$ cat src/rtl/wr_logic.sv
// Write-domain pointer, full and overflow logic for an asynchronous FIFO.
// Optional fill level / almost_full reporting is compiled in when WR_LEVEL_EN is defined.
module wr_logic #(
  parameter int ADDR_WIDTH = 4,
  parameter int AF_THRESH  = 12
) (
  input  logic                  wr_clk,
  input  logic                  wr_rst_n,
  input  logic                  wr_en,
  input  logic [ADDR_WIDTH:0]   wq2_rptr,
  input  logic                  ovf_clr,
  output logic [ADDR_WIDTH-1:0] wr_ptr,
  output logic                  wr_ce,
  output logic [ADDR_WIDTH:0]   wr_ptr_gray,
  output logic                  full,
  output logic                  overflow,
  output logic [ADDR_WIDTH:0]   wr_level,
  output logic                  almost_full
);

  localparam int AW = ADDR_WIDTH;

  // Full means the write Gray pointer equals the read Gray pointer with its top two bits
  // inverted; for AW=1 this mask covers both pointer bits.
  localparam logic [AW:0] FULL_MASK = (AW+1)'(3) << (AW - 1);

  logic [AW:0] wbin_q, wbin_d;
  logic [AW:0] wgray_q, wgray_d;
  logic        full_q, full_d;
  logic        overflow_q, overflow_d;
  logic        wr_ce_c;

  always_comb begin
    wr_ce_c    = wr_en & ~full_q;
    wbin_d     = wbin_q + {{AW{1'b0}}, wr_ce_c};
    wgray_d    = wbin_d ^ (wbin_d >> 1);
    full_d     = (wgray_d == (wq2_rptr ^ FULL_MASK));
    overflow_d = (wr_en & full_q) | (overflow_q & ~ovf_clr);
  end

  always_ff @(posedge wr_clk or negedge wr_rst_n) begin
    if (!wr_rst_n) begin
      wbin_q     <= '0;
      wgray_q    <= '0;
      full_q     <= 1'b0;
      overflow_q <= 1'b0;
    end else begin
      wbin_q     <= wbin_d;
      wgray_q    <= wgray_d;
      full_q     <= full_d;
      overflow_q <= overflow_d;
    end
  end

`ifdef WR_LEVEL_EN
  localparam logic [AW:0] AF_LIM = (AW+1)'(AF_THRESH);

  logic [AW:0] rbin_s;
  logic [AW:0] level_q, level_d;
  logic        almost_full_q, almost_full_d;

  always_comb begin
    rbin_s = '0;
    for (int i = 0; i <= AW; i++) begin
      rbin_s[i] = ^(wq2_rptr >> i);
    end
    level_d       = wbin_d - rbin_s;
    almost_full_d = (level_d >= AF_LIM);
  end

  always_ff @(posedge wr_clk or negedge wr_rst_n) begin
    if (!wr_rst_n) begin
      level_q       <= '0;
      almost_full_q <= 1'b0;
    end else begin
      level_q       <= level_d;
      almost_full_q <= almost_full_d;
    end
  end

  assign wr_level    = level_q;
  assign almost_full = almost_full_q;
`else
  assign wr_level    = '0;
  assign almost_full = 1'b0;
`endif

  assign wr_ptr      = wbin_q[AW-1:0];
  assign wr_ce       = wr_ce_c;
  assign wr_ptr_gray = wgray_q;
  assign full        = full_q;
  assign overflow    = overflow_q;

endmodule

$ cat config.mk
export PLATFORM = sky130hd
export DESIGN_NAME = wr_logic
export DESIGN_NICKNAME = d
export VERILOG_FILES = /design/src/rtl/wr_logic.sv
export SDC_FILE = /design/constraint.sdc
export NUM_CORES = 1
export LEC_CHECK = 0
export BUFFER_PORTS_ARGS = -buffer_cell sky130_fd_sc_hd__buf_2
export CORE_AREA = 2 2 39 41
export DETAILED_ROUTE_END_ITERATION = 10
export DIE_AREA = 0 0 41 43
export GPL_ROUTABILITY_DRIVEN = 0
export PLACE_DENSITY = 0.76
export SETUP_SLACK_MARGIN = 0.05
export SYNTH_ARGS = -nofsm -noshare
export SYNTH_HDL_FRONTEND = slang
export SYNTH_SLANG_ARGS = --single-unit
$ cat constraint.sdc
create_clock -name wr_clk -period 3.5 [get_ports wr_clk]
set_clock_uncertainty 0.15 [all_clocks]
set_input_delay 0.7 -clock wr_clk [delete_from_list [all_inputs] [get_ports wr_clk]]
set_output_delay 0.7 -clock wr_clk [all_outputs]
set_load 0.01 [all_outputs]
==> results.py, run 1 <==
metrics = {
    "synth": {
        "synthCells": 52,
        "synth.area.top_cells": "dfrtp_1, xor2_1, buf_4, xnor2_1, ha_1",
        "yosys.area_share.simple": 0.142,
        "synth_cell_types": 18,
        "synth-compound-area-share": 0.0409,
        "syn_area_um2": 582,
        "netlist.area_leader.share": 0.473,
        "yosysTopAreaCell": "dfrtp_1",
        "synth_xor_area_frac": 0.211,
        "synth_mux_area_frac": 0,
        "synth-async-reset-ratio": 1.00,
        "ys.flop_type": "dfrtp_1",
        "synth_top_family_by_area": "XOR/XNOR gates",
        "yosys_warnings": 0,
        "synth_seq_area_share": 0.473,
        "synthAdderAreaFrac": 0.0430,
        "synth_edf_count": 0,
        "avgSynthCellArea_um2": 11.2,
        "yosys_register_bits": 11,
    },
    "min_path": {
        "hp-class": "in2async",
    },
    "global_route": {
        "grt_start_max_net_pins": 12,
        "grt_use_total": 0.145,
        "antenna_found_initial": 0,
        "grt-ovfl-total": 0,
        "grt_pass1_wl_um": 1670,
        "grt_pass1_vias": 418,
    },
    "route": {
        "top_layer_used": "met4",
        "drtIter0Drc": 3,
        "wl_per_cell_um": 10.8,
        "vias_per_cell": 4.73,
        "wl_met3_um": 72,
        "wl_met1_um": 384,
        "wl_met2_um": 495,
        "ant_nets": 0,
        "drc": 0,
        "routed_wl_um": 986,
        "vias": 430,
        "first_pass_iters": 2,
    },
    "cells_and_area": {
        "syn2layout_area_growth_pct": 20.6,
        "final_nets": 87,
        "final_cells": 91,
        "design_area_um2": 702,
        "fillCellCount": 120,
        "drive_gt1_frac": 0.333,
        "diodes": 0,
    },
    "sta": {
        "rsz0062_at_grt": "false",
        "timing.final.crit_share": 0.727,
        "final_hold_viol_count": 0,
        "hold-worst-slack_ns": 0.134,
        "finalMaxSlewViolations": 0,
        "timing.fmax_mhz": 393,
        "setup_tns_ns": 0,
        "setup_viol": 0,
        "min_period_ns": 2.55,
    },
    "critical_path": {
        "reg2reg_to": "full",
        "r2r-start": "full",
        "worstSetupStartpointType": "input port",
        "worst_setup_path_end_kind": "register",
        "path_max_fanout": 4,
        "reg2reg_slack_ns": 1.13,
        "r2r_cells": 8,
        "cp.required_ns": 3.53,
        "critPathKind": "in2reg",
        "worst_ep_arrival_time_ns": 2.57,
    },
    "floorplan": {
        "rows": 14,
        "dieArea_mm2": 0.00176,
        "initial_utilization": 0.420,
        "die_h_um": 43,
        "die_x_um": 41,
        "io_pins": 27,
        "fp.coreArea_mm2": 0.00138,
    },
    "cts": {
        "clk_path_buf_depth": 2,
        "cts_sinks": 11,
        "clk_pin_slew_ns": 0.07,
        "cts_buffers": 3,
        "ctsHoldBuffers": 0,
        "cts-htree-levels": 1,
        "post-cts-setup-buffer-count": 0,
        "cts_resized": 0,
        "clock_latency_ns": 0.27,
        "cts_tree": "yes",
        "clockRootBuffer": "clkbuf_4",
    },
    "placed_design": {
        "portBuffers": 20,
        "dp_hpwl_um": 787,
        "place_inst": 87,
        "place_area_um2": 676,
    },
    "power_and_ir_drop": {
        "p_total_mw": 0.743,
        "vdd_drop_max_uv": 421,
        "p_leak_nw": 0.347,
        "p_per_area_mw_per_mm2": 1060,
    },
    "job": {
        "maxCapViolCount": 0,
    },
    "run_status": {
        "status": "finished, final reports clean",
    },
}
==> routing by layer <==
layer  track usage  vias up
met1         0.162      203
met4         0.120        0
met3        0.0366        4
met5             0        -
met2         0.216       18
li1              -      205
==> stage by stage <==
step / worst slack [ns] / utilization
final: 0.954 / 0.507
after floorplan: 0.871 / -
after CTS: 0.974 / 0.507
after global routing: 0.771 / 0.507
after global placement: 0.796 / 0.488
after detailed placement: 0.701 / 0.488
==> worst max-delay path by stage <==
stage / from / endpoint / slack (ns) / cells after the start
floorplan: wr_en / full / 0.87 / 7
global placement: wr_en / full / 0.80 / 9
detailed placement: wr_en / full / 0.70 / 9
CTS: wr_en / full / 0.97 / 9
global route: wr_en / full / 0.77 / 9
finish: wr_en / full / 0.95 / 9
==> worst max-delay path: stages <==
cell and delay [ns]:
buf_2 0.10, nor2b_1 0.13, ha_1 0.22, ha_1 0.36
xnor2_1 0.29, nor3b_1 0.23, nor3_1 0.08, a31o_1 0.20
nor4_2 0.26
==> final cells by class <==
| class | instances | area, µm² | share of cell area |
|---|---|---|---|
| Clock buffer | 4 | 26.3 | 0.0374 |
| Inverter | 1 | 3.75 | 0.00535 |
| Multi-Input combinational cell | 39 | 277 | 0.394 |
| Sequential cell | 11 | 275 | 0.392 |
| Tap cell | 16 | 20.0 | 0.0285 |
| Timing Repair Buffer | 20 | 100 | 0.143 |
==> cells by family after synthesis <==
family          count (synthesis)
compound gates                  4
simple gates                   13
flops                          11
fa+ha+maj                       2
xor+xnor                       14
other cells                     1
buf+inv                         7
==> flip-flops by register name (all words and copies together) (netlist names) <==
register and count:
wbin_q 5, wr_ptr_gray 4, full 1, overflow 1
==> cell usage in the layout, fill, tap and decap left out <==
master    instances
nand2_1           2
clkbuf_4          3
xor2_1            9
conb_1            6
dfrtp_1          11
buf_2            20
and3b_2           1
nor4_2            1
ha_1              2
xnor2_1           5
inv_1             1
or3_1             1
nor2b_1           3
nor3_1            1
clkbuf_1          1
a21oi_1           1
nand3_1           3
a31o_1            1
o21ai_0           2
nor3b_1           1
==> Yosys cell counts (2+ instances only) <==
| library cell | number |
|---|---|
| nand3_1 | 3 |
| nand2_1 | 2 |
| nor2b_1 | 3 |
| xnor2_1 | 5 |
| ha_1 | 2 |
| xor2_1 | 9 |
| dfrtp_1 | 11 |
| buf_4 | 6 |
| o21ai_0 | 2 |
==> report_power, final <==
| group | internal, mW | switching, mW | leakage (nW) |
|---|---|---|---|
| Sequential | 0.198 | 0.0517 | 0.133 |
| Combinational | 0.186 | 0.222 | 0.199 |
| Clock | 0.0441 | 0.0413 | 0.0150 |
| Total | 0.428 | 0.315 | 0.347 |
Note: power is estimated with default switching activity, not from simulation.
==> run 2: changes to the inputs <==
Settings changed: ABC_AREA from default to 1, CORE_AREA 2 2 39 41 to default, CORE_UTILIZATION from default to 40, DIE_AREA 0 0 41 43 to default, PLACE_DENSITY 0.76 to 0.72.
Clock period 3.5 ns to 2.26 ns, I/O delays scaled along.
==> results.py, run 2 <==
metrics = {
    "sta": {
        "timing.final.crit_share": 0.855,
        "min_period_ns": 1.93,
        "setup_tns_ns": 0,
        "timing.fmax_mhz": 517,
        "rsz0062_at_grt": "false",
        "postLayoutSetupSlackWorst_ns": 0.327,
        "finalMaxSlewViolations": 0,
        "final_hold_viol_count": 0,
        "setup_viol": 0,
    },
    "floorplan": {
        "io_pins": 27,
        "die_h_um": 41.8,
        "rows": 14,
        "die_x_um": 41.8,
        "initial_utilization": 0.426,
        "dieArea_mm2": 0.00175,
        "fp.coreArea_mm2": 0.00149,
    },
    "job": {
        "maxCapViolCount": 0,
    },
    "synth": {
        "synth_xor_area_frac": 0.0552,
        "yosys_warnings": 0,
        "yosys_register_bits": 11,
        "avgSynthCellArea_um2": 7.93,
        "synth_seq_area_share": 0.434,
        "synth-compound-area-share": 0.00789,
        "synthTopCellsByCount": "nand2_1, dfrtp_1, nand3_1",
        "synthCells": 80,
        "yosysTopAreaCell": "dfrtp_1",
        "synth_edf_count": 0,
        "ys.flop_type": "dfrtp_1",
        "netlist.area_leader.share": 0.434,
        "synth_top_family_by_area": "simple AND/OR/NAND/NOR gates",
        "synth_mux_area_frac": 0,
        "syn_area_um2": 634,
        "synth.area.top_cells": "dfrtp_1, nand2_1, buf_4, nand3_1, inv_1",
        "yosys.area_share.simple": 0.321,
        "post-synth-top-count-cell": "nand2_1",
        "synth_cell_types": 17,
        "synth-async-reset-ratio": 1.00,
        "synthAdderAreaFrac": 0.0394,
    },
    "global_route": {
        "grt_pass1_wl_um": 1810,
        "grt_pass1_vias": 431,
        "antenna_found_initial": 0,
        "grt_use_total": 0.133,
        "grt_start_max_net_pins": 12,
        "grt-ovfl-total": 0,
    },
    "route": {
        "vias_per_cell": 4.75,
        "ant_nets": 0,
        "vias": 565,
        "drtIter0Drc": 7,
        "first_pass_iters": 4,
        "wl_met1_um": 505,
        "drc": 0,
        "routed_wl_um": 1100,
        "wl_met3_um": 44,
        "wl_met2_um": 536,
        "wl_per_cell_um": 9.27,
        "top_layer_used": "met4",
    },
    "cts": {
        "clk_pin_slew_ns": 0.07,
        "clk_path_buf_depth": 2,
        "cts_sinks": 11,
        "ctsHoldBuffers": 1,
        "cts-htree-levels": 1,
        "cts_tree": "yes",
        "clockRootBuffer": "clkbuf_4",
        "post-cts-setup-buffer-count": 0,
        "clock_latency_ns": 0.27,
        "cts_resized": 0,
        "cts_buffers": 3,
    },
    "power_and_ir_drop": {
        "vdd_drop_max_uv": 571,
        "p_per_area_mw_per_mm2": 1490,
        "p_leak_nw": 0.432,
    },
    "cells_and_area": {
        "final_cell_mix": "nand2_1, buf_2, dfrtp_1",
        "top_register": "wbin_q",
        "final_nets": 115,
        "diodes": 0,
        "largest_reg_flops": 5,
        "drive_gt1_frac": 0.262,
        "syn2layout_area_growth_pct": 18.9,
        "fillCellCount": 141,
        "layout_commonest_cell": "nand2_1",
    },
    "placed_design": {
        "portBuffers": 20,
        "dp_hpwl_um": 871,
        "preCtsSetupSlack_ns": 0.162,
    },
    "critical_path": {
        "critPathKind": "reg2reg",
        "cp.required_ns": 2.28,
        "worst_ep_arrival_time_ns": 1.95,
        "crit_path_cell_trace": "nor2_1, ha_1, ha_1, nor2_1, nor2_2, nand2_1, nand3_1, nand2_1, nand3_1, nor2_1",
        "r2r_cells": 10,
        "worst-path-stages": 10,
        "path_buf_inv": 0,
        "crit_path_top_delay_cell": "dfrtp_1",
        "cp_top_family": "simple AND/OR/NAND/NOR gates",
        "worstSetupStartpointType": "register",
        "critPathMaxStageDelay_ns": 0.39,
        "path_max_fanout": 6,
        "path_common_cell": "nor2_1",
        "worst_setup_path_end_kind": "register",
    },
    "run_status": {
        "status": "finished, final reports clean",
    },
    "min_path": {
        "whs_path_depth": 2,
        "hp-class": "in2reg",
    },
}
## run 2: cell count changes after synthesis, moves of 2 or more
| cell | delta |
|---|---|
| nand4_1 | +4 |
| nor2_1 | +3 |
| nand2_2 | +2 |
| nor2b_1 | -3 |
| xnor2_1 | -3 |
| nand2_1 | +25 |
| inv_1 | +6 |
| nand3_1 | +5 |
| xor2_1 | -7 |
## run 2: path summary, 6_finish.rpt
path | startpoint | end | slack (ns)
max in group asynchronous | wr_rst_n | wbin_q[3] | 1.34
worst max-delay path | full | full | 0.33
min in group asynchronous | wr_rst_n | overflow | 0.42
worst min register to register | full | overflow | 0.36
worst max register to register | full | full | 0.33
worst min-delay path | ovf_clr | overflow | 0.21
## run 2: layout make-up
class / instances / area, µm² / share of cell area
Multi-Input combinational cell: 59 / 292 / 0.386
Sequential cell: 11 / 275 / 0.365
Timing Repair Buffer: 21 / 110 / 0.146
Inverter: 8 / 30.0 / 0.0398
Clock buffer: 3 / 22.5 / 0.0299
Tap cell: 16 / 20.0 / 0.0265
Clock inverter: 1 / 5.00 / 0.00663
## run 2: logic make-up (layout without fill, tap and decap cells)
logic type | count (synthesis) | after routing
XOR/XNOR | 4 | 4
adder cells (fa/ha/maj) | 2 | 2
AO/OA/AOI/OAI | 1 | 1
buffers and inverters | 15 | 33
flip-flops | 11 | 11
AND/OR/NAND/NOR | 46 | 46
other | 1 | 6
## run 2: through the flow
stage          area [µm²]  utilization  total power [mW]  instances  hold slack, ns
6_report              754        0.507              1.12        119           0.210
5_1_grt               754        0.507              1.23        119           0.216
4_1_cts               754        0.507              1.12        119           0.208
3_5_place_dp          717        0.482             0.985        114           0.182
3_3_place_gp          717        0.482             0.969        114           0.181
2_1_floorplan         653            -             0.832         85         0.00641
## run 2: metal layers
layer  vias to the layer above  GRT usage
met3                         2     0.0304
met4                         0     0.0581
met1                       261      0.171
met5                         -          0
met2                        15      0.213
li1                        287          -
## run 2: power by group
part | internal, mW | total [mW] | switching (mW)
Combinational | 0.242 | 0.626 | 0.384
Clock | 0.0655 | 0.132 | 0.0665
Sequential | 0.291 | 0.366 | 0.0751
Total | 0.598 | 1.12 | 0.525
